File: config.mk
export PLATFORM = sky130hd
export DESIGN_NAME = pattern_seq_serializer
export DESIGN_NICKNAME = d
export VERILOG_FILES = /design/src/rtl/pattern_pkg.sv /design/src/rtl/seq_shift_reg.sv /design/src/rtl/pattern_seq_serializer.sv
export SDC_FILE = /design/constraint.sdc
export NUM_CORES = 1
export LEC_CHECK = 0
export ABC_CLOCK_PERIOD_IN_PS = 2000
export BUFFER_PORTS_ARGS = -buffer_cell sky130_fd_sc_hd__buf_2
export CAP_MARGIN = 20
export CORE_UTILIZATION = 46
export CTS_CLUSTER_SIZE = 8
export DETAILED_ROUTE_END_ITERATION = 7
export PLACE_DENSITY = 0.8
export SLEW_MARGIN = 20
export SYNTH_ARGS = -nofsm -noshare
export SYNTH_HDL_FRONTEND = slang
export SYNTH_HIERARCHICAL = 1
export SYNTH_SLANG_ARGS = --single-unit
export TNS_END_PERCENT = 50
File: constraint.sdc
create_clock -name clk -period 2 [get_ports clk]
set_input_delay 0.1 -clock clk [delete_from_list [all_inputs] [get_ports clk]]
set_output_delay 0.1 -clock clk [all_outputs]
set_load 0.05 [all_outputs]
File: src/rtl/pattern_pkg.sv
// Shared definitions for the pattern recognizer path: word length, counter width
// and the serializer state encoding.
package pattern_pkg;

    localparam int SEQ_LEN = 28;
    localparam int CNT_W   = $clog2(SEQ_LEN);

    localparam logic [CNT_W-1:0] LAST_IDX = CNT_W'(SEQ_LEN - 1);

    typedef enum logic [1:0] {
        ST_IDLE  = 2'd0,
        ST_SHIFT = 2'd1,
        ST_GAP   = 2'd2
    } state_e;

    function automatic logic head_bit(input logic [SEQ_LEN-1:0] word, input logic lsb_first);
        return lsb_first ? word[0] : word[SEQ_LEN-1];
    endfunction

endpackage

File: src/rtl/seq_shift_reg.sv
// Load/shift register holding the bits of a word that are still waiting to go out.
// The head bit is taken by the parent at load time, so the register starts one step ahead.
module seq_shift_reg
    import pattern_pkg::*;
(
    input  logic               clk,
    input  logic               reset,
    input  logic               load,
    input  logic               shift,
    input  logic               lsb_first,
    input  logic [SEQ_LEN-1:0] d,
    output logic               out_bit
);

    logic [SEQ_LEN-1:0] pend_q;
    logic               lsb_q;

    always_ff @(posedge clk or posedge reset) begin
        if (reset) begin
            pend_q <= '0;
            lsb_q  <= 1'b0;
        end else if (load) begin
            lsb_q  <= lsb_first;
            pend_q <= lsb_first ? {1'b0, d[SEQ_LEN-1:1]} : {d[SEQ_LEN-2:0], 1'b0};
        end else if (shift) begin
            pend_q <= lsb_q ? {1'b0, pend_q[SEQ_LEN-1:1]} : {pend_q[SEQ_LEN-2:0], 1'b0};
        end
    end

    assign out_bit = lsb_q ? pend_q[0] : pend_q[SEQ_LEN-1];

endmodule

File: src/rtl/pattern_seq_serializer.sv
// Serializes a parallel pattern word onto X one bit per clock, holding TYPE stable
// for the whole word and pulsing done in the single gap cycle that follows it.
module pattern_seq_serializer
    import pattern_pkg::*;
(
    input  logic               clk,
    input  logic               reset,
    input  logic               in_valid,
    output logic               in_ready,
    input  logic [SEQ_LEN-1:0] in_seq,
    input  logic               in_type,
    input  logic               in_lsb_first,
    input  logic               abort,
    output logic               X,
    output logic               TYPE,
    output logic               x_valid,
    output logic               busy,
    output logic               done,
    output logic [CNT_W-1:0]   bit_idx
);

    state_e           state_q;
    logic             x_q;
    logic             type_q;
    logic             xv_q;
    logic             busy_q;
    logic             done_q;
    logic [CNT_W-1:0] idx_q;

    logic accept_d;
    logic last_bit_d;
    logic advance_d;
    logic next_bit_d;

    assign in_ready   = (state_q == ST_IDLE);
    assign accept_d   = in_valid && in_ready;
    assign last_bit_d = (idx_q == LAST_IDX);
    assign advance_d  = (state_q == ST_SHIFT) && !abort && !last_bit_d;

    seq_shift_reg u_shift (
        .clk       (clk),
        .reset     (reset),
        .load      (accept_d),
        .shift     (advance_d),
        .lsb_first (in_lsb_first),
        .d         (in_seq),
        .out_bit   (next_bit_d)
    );

    // abort outranks the bit advance and the transition into the gap cycle
    always_ff @(posedge clk or posedge reset) begin
        if (reset) begin
            state_q <= ST_IDLE;
            x_q     <= 1'b0;
            type_q  <= 1'b0;
            xv_q    <= 1'b0;
            busy_q  <= 1'b0;
            done_q  <= 1'b0;
            idx_q   <= '0;
        end else begin
            case (state_q)
                ST_IDLE: begin
                    done_q <= 1'b0;
                    if (accept_d) begin
                        state_q <= ST_SHIFT;
                        x_q     <= head_bit(in_seq, in_lsb_first);
                        xv_q    <= 1'b1;
                        type_q  <= in_type;
                        idx_q   <= '0;
                        busy_q  <= 1'b1;
                    end
                end
                ST_SHIFT: begin
                    if (abort) begin
                        state_q <= ST_IDLE;
                        x_q     <= 1'b0;
                        xv_q    <= 1'b0;
                        idx_q   <= '0;
                        busy_q  <= 1'b0;
                        done_q  <= 1'b0;
                    end else if (last_bit_d) begin
                        state_q <= ST_GAP;
                        x_q     <= 1'b0;
                        xv_q    <= 1'b0;
                        done_q  <= 1'b1;
                        idx_q   <= '0;
                    end else begin
                        x_q   <= next_bit_d;
                        idx_q <= idx_q + CNT_W'(1);
                    end
                end
                ST_GAP: begin
                    state_q <= ST_IDLE;
                    done_q  <= 1'b0;
                    busy_q  <= 1'b0;
                end
                default: begin
                    state_q <= ST_IDLE;
                    x_q     <= 1'b0;
                    xv_q    <= 1'b0;
                    busy_q  <= 1'b0;
                    done_q  <= 1'b0;
                    idx_q   <= '0;
                end
            endcase
        end
    end

    assign X       = x_q;
    assign TYPE    = type_q;
    assign x_valid = xv_q;
    assign busy    = busy_q;
    assign done    = done_q;
    assign bit_idx = idx_q;

    a_idx_range: assert property (@(posedge clk) disable iff (reset) idx_q <= LAST_IDX);
    a_done_quiet: assert property (@(posedge clk) disable iff (reset) done_q |-> !xv_q);
    a_busy_ready: assert property (@(posedge clk) disable iff (reset) busy_q == !in_ready);

endmodule
==> flow_metrics.tcl, run 1 <==
set metrics [dict create \
    outcome "complete, no violations" \
    cts_root_buffer "clkbuf_8" \
    die_width_um 75.2 \
    grt_overflow 0 \
    p_clk_share_pct 24.9 \
    syn_to_final_growth_pct 15.7 \
    crit_type "flop to flop" \
    vdd_drop_max_mv 0.491 \
    r2r-start "state_q[1]" \
    ys_types 37 \
    cts-resized-gates 0 \
    async_flop_share_pct 100 \
    grt_antenna_before_repair 0 \
    cts-hold-fix-buffers 1 \
    clkSinkCount 41 \
    reg2reg_to "u_shift/pend_q[23]" \
    num-fill-cells 480 \
    grt_pass1_vias 1806 \
    synth_edf_count 0 \
    p_per_area_nw_per_um2 966 \
    layout_commonest_cell "mux2i_1" \
    finalCritPeriodShare_pct 90.6 \
    combPwrFrac_pct 31.5 \
    n_antenna_cell 0 \
    track_usage_pct 19.6 \
    leakagePower_uw 0.00133 \
    cts.path.max_buffers 2 \
    start_kind "flop" \
    ys_ff_latch 41 \
    yosysTopAreaCell "dfrtp_1" \
    final_nets 294 \
    dp_hpwl_um 3770 \
    yosysTopAreaCellShare_pct 41.6 \
    final_layout_size_suffix_gt1_share_pct 27.3 \
    max_stage_delay_ns 0.47 \
    yosys_warnings 6 \
    viasPerCell 5.78 \
    slew_violations 0 \
    maxCapViolCount 0 \
    ys_seq_area_share_pct 41.6 \
    drt-initial-drc-count 101 \
    critPathTopFamily "simple AND/OR/NAND/NOR gates" \
    layout_common_cells "mux2i_1 (54), buf_2 (44), dfrtp_1 (39), a22oi_1 (26), o31a_1 (26)" \
    htreeDepth 2 \
    routedWlPerCell_um 16.0 \
    finalSetupTns_ns 0 \
    worstSetupEndpointType "flop" \
    firstDrtPassIters 4 \
    die_y_um 75.2 \
    required_ns 2.23 \
    rsz0062_at_grt "no" \
    post-cts-setup-buffers 0 \
    synthFlopType "dfrtp_1" \
    fin_util_pct 55.5 \
    synth_area_leaders "dfrtp_1 (42%), mux2i_1 (22%), o31a_1 (9.2%)" \
    ant_nets 0 \
    cts_tree "yes" \
    syn_inst 216 \
    pwr-share-seq_pct 43.6 \
    avgSynthCellArea_sq_um 11.4 \
    critical_path_depth 6 \
    gp_congestion 0.829 \
    cp-startpoint "state_q[1]" \
    drc 0 \
    cp_slowest_cell "or3b_1" \
    drt-total-wl_um 5280 \
    fin_crit_ns 1.81 \
    fmax_ghz 0.552 \
    path_cells "or3b_1, inv_1, nor2b_1, buf_12, a22oi_1, o31a_1" \
    syn-num-nets 251 \
    path_max_fanout 26 \
    arrival_ns 2.04 \
    portBuffers 44 \
    setup_violations 0 \
    cts_inserted_buffers 5 \
    hold_class "input pin to flop" \
    critPathBufInv 2 \
    crit_end "u_shift/pend_q[23]" \
    slew_headroom_pct 65.4 \
    vias 1908 \
    r2r_slack_ns 0.19 \
    initial_core_util_pct 48.0 \
    synth_area_sq_um 2460 \
    clock_skew_ns 0.00731 \
    rows 26 \
    clkTransAtPathRegs_ns 0.08 \
    hold_violations 0 \
    placeableCoreArea_sq_um 5140 \
    swShare_pct 32.8 \
    p_int_uw 1850 \
    io_pins 45 \
    grt_first_pass_wirelength_um 8360 \
    grt_max_degree 33 \
    dieArea_sq_um 5660 \
    insertion_delay_ns 0.29 \
    rr_worst_depth 6 \
    p_sw_uw 903 \
    max_slew.worst_pin.slew_ns 0.518 \
]
==> sequential cells by signal, summed over array words and instances, names as in the netlist <==
signal          flops
busy                1
done                1
state_q             2
bit_idx             5
x_valid             1
TYPE                1
X                   1
u_shift/lsb_q       1
u_shift/pend_q     28
==> synth_stat cells, types with 2 or more instances <==
| cell type | n |
|---|---|
| a21oi_1 | 2 |
| a221o_1 | 3 |
| a22oi_1 | 26 |
| and2_1 | 2 |
| buf_2 | 5 |
| buf_4 | 3 |
| buf_6 | 6 |
| clkbuf_1 | 4 |
| dfrtp_1 | 41 |
| inv_1 | 6 |
| mux2_2 | 3 |
| mux2i_1 | 54 |
| nand2_1 | 3 |
| nand3_1 | 4 |
| nor2_1 | 4 |
| nor2b_1 | 3 |
| nor3_1 | 2 |
| o31a_1 | 26 |
==> logic make-up after synthesis <==
logic type	share of synthesized area (%)
buf+inv	7.31
compound gates	20.4
flops	41.6
simple gates	6.40
fa+ha+maj	0.508
mux	23.8
==> routing by layer <==
| metal | GRT usage (%) | routed length [um] | share of wire, % |
|---|---|---|---|
| met1 | 27.9 | 2410 | 46 |
| met2 | 30.8 | 2610 | 49 |
| met4 | 6.17 | 39 | 0.74 |
| met3 | 2.95 | 217 | 4.1 |
| met5 | 0 | 0 | 0 |
==> cell type report <==
cell class,count,area (sq um),area share [%]
clock buffer,7,86.3,3.03
clock inverter,1,30.0,1.05
inverter,6,22.5,0.790
multi-input combinational,149,1270,44.6
sequential,41,1030,36.1
tap,70,87.6,3.07
timing repair buffer,56,325,11.4
==> worst min path at each step <==
stage | from | to | slack (ns) | depth (start not counted)
after CTS | in_type | TYPE | 0.04 | 2
after global routing | in_type | TYPE | 0.04 | 2
after floorplan | reset | TYPE | -0.04 | 1
final | in_type | TYPE | 0.04 | 2
after global placement | reset | TYPE | 0.15 | 2
after detailed placement | reset | TYPE | 0.15 | 2
==> power by group through the flow <==
stage	sequential, uW	combinational, uW	clock [uW]
after detailed placement	1220	867	0
final	1200	867	685
after CTS	1200	870	702
after floorplan	1240	653	0
after global placement	1210	840	0
after global routing	1220	942	735
==> metrics by stage <==
stage                     cells  hold WS, ns  setup slack [ns]  power (uW)  area, sq um
after floorplan             216      -0.0354            0.0102        1890         2480
after global placement      321        0.147             0.256        2050         2730
after detailed placement    321        0.147             0.193        2080         2730
after CTS                   330       0.0398             0.167        2770         2850
after global routing        330       0.0375            0.0309        2900         2850
final                       330       0.0440             0.189        2750         2850
No activity file was read; power rests on OpenSTA's default activity.
==> run 2: changes to the inputs <==
Settings changed: CELL_PAD_IN_SITES_DETAIL_PLACEMENT from default to 1, CELL_PAD_IN_SITES_GLOBAL_PLACEMENT from default to 2, CORE_UTILIZATION 46 to 36, CTS_CLUSTER_SIZE 8 to 10, PLACE_DENSITY 0.8 to 0.91.
==> flow_metrics.tcl, run 2 (synthesis gave the netlist of run 1 again) <==
set metrics [dict create \
    drc 0 \
    gp_congestion 0.746 \
    p_per_area_nw_per_um2 963 \
    largest-register "u_shift/pend_q" \
    cp_slowest_cell "dfrtp_2" \
    clkSinkCount 41 \
    hold_class "input pin to flop" \
    rr_worst_depth 7 \
    clock_skew_ns 0.00700 \
    crit_type "flop to flop" \
    cts_tree "yes" \
    cts_inserted_buffers 5 \
    start_kind "flop" \
    final_nets 293 \
    grt_max_degree 59 \
    placeableCoreArea_sq_um 6490 \
    crit_end "u_shift/pend_q[6]" \
    max_slew.worst_pin.slew_ns 0.507 \
    critical_path_depth 7 \
    layout_common_cells "mux2i_1 (54), buf_2 (44), dfrtp_1 (39), a22oi_1 (26), o31a_1 (26)" \
    die_width_um 84.7 \
    path_max_fanout 26 \
    ant_nets 0 \
    critPathBufInv 1 \
    p_sw_uw 916 \
    rows 29 \
    fin_cells 336 \
    syn_to_final_growth_pct 16.8 \
    reg2reg_to "u_shift/pend_q[6]" \
    htreeDepth 2 \
    initial_core_util_pct 38.0 \
    outcome "complete, no violations" \
    dp_hpwl_um 4160 \
    leakagePower_uw 0.00133 \
    fmax_ghz 0.579 \
    slew_violations 0 \
    vdd_drop_max_mv 0.326 \
    r2r_slack_ns 0.27 \
    slew_headroom_pct 66.2 \
    insertion_delay_ns 0.29 \
    cts-resized-gates 0 \
    worstSetupEndpointType "flop" \
    drt-initial-drc-count 61 \
    top_layer "met4" \
    path_cells "ha_4, nand4b_1, and2_1, nor2b_1, buf_12, a22oi_1, o31a_1" \
    rsz0062_at_grt "no" \
    finalCritPeriodShare_pct 86.4 \
    routedWlPerCell_um 17.2 \
    vias 1874 \
    critPathTopFamily "simple AND/OR/NAND/NOR gates" \
    track_usage_pct 17.2 \
    layout_commonest_cell "mux2i_1" \
    post-cts-setup-buffers 0 \
    place_ws_ns 0.279 \
    max_stage_delay_ns 0.44 \
    grt_overflow 0 \
    pwr-share-seq_pct 43.8 \
    wl_met1_um 2730 \
    firstDrtPassIters 6 \
    wl_met2_um 2830 \
    largest_reg_flops 28 \
    arrival_ns 1.91 \
    portBuffers 44 \
    required_ns 2.18 \
    setup_violations 0 \
    cts.path.max_buffers 2 \
    finalSetupTns_ns 0 \
    cp-startpoint "bit_idx[0]" \
    grt_antenna_before_repair 0 \
    final_layout_size_suffix_gt1_share_pct 27.0 \
    grt_pass1_vias 1980 \
    maxCapViolCount 0 \
    combPwrFrac_pct 31.4 \
    fin_crit_ns 1.73 \
    r2r-start "bit_idx[0]" \
    dp_cells 327 \
    clkTransAtPathRegs_ns 0.08 \
    die_y_um 84.7 \
    p_int_uw 1860 \
    p_clk_share_pct 24.8 \
    swShare_pct 33.0 \
    cts-hold-fix-buffers 1 \
    hold_violations 0 \
    drt-total-wl_um 5770 \
    grt_first_pass_wirelength_um 9770 \
    dieArea_sq_um 7180 \
    viasPerCell 5.58 \
    io_pins 45 \
    worst_slack_ns 0.272 \
    wl_met3_um 145 \
    n_antenna_cell 0 \
    cts_root_buffer "clkbuf_8" \
]
run 2: cell types whose count changed in the layout (fill, tap and decap cells not counted):
cell,before,now
buf_4,10,7
buf_12,1,3
run 2: per-layer routing:
metal,vias up,global-route usage [%]
met5,-,0
met4,0,5.08
met3,5,2.95
met2,27,28.6
met1,925,23.1
li1,917,-
run 2: final cells by class:
class                      count  area, sq um
clock buffer                   7         86.3
timing repair buffer          55          343
inverter                       6         22.5
multi-input combinational    149         1270
tap                           77         96.3
clock inverter                 1         30.0
fill                         706         3620
sequential                    41         1030
run 2: worst min-delay path by stage:
stage | start | to | slack [ns] | cells past startpoint
2_1_floorplan | reset | TYPE | -0.04 | 1
3_3_place_gp | reset | TYPE | 0.15 | 2
4_1_cts | in_type | TYPE | 0.05 | 2
3_5_place_dp | reset | TYPE | 0.16 | 2
5_1_grt | in_type | TYPE | 0.05 | 2
6_report | in_type | TYPE | 0.06 | 2
run 2: metrics by stage:
| step | utilization, % | hold slack [ns] | cell area [sq um] | power, uW |
|---|---|---|---|---|
| floorplan | - | -0.0354 | 2480 | 1890 |
| global placement | 42.4 | 0.150 | 2750 | 2060 |
| detailed placement | 42.4 | 0.157 | 2750 | 2110 |
| CTS | 44.3 | 0.0532 | 2880 | 2810 |
| global route | 44.3 | 0.0527 | 2880 | 2960 |
| finish | 44.3 | 0.0554 | 2880 | 2770 |
run 2: power by group through the flow:
stage                     Sequential [uW]  Clock [uW]  Combinational (uW)
after floorplan                      1240           0                 653
after global placement               1220           0                 845
after detailed placement             1230           0                 879
after CTS                            1210         713                 884
after global routing                 1240         749                 967
final                                1210         688                 871
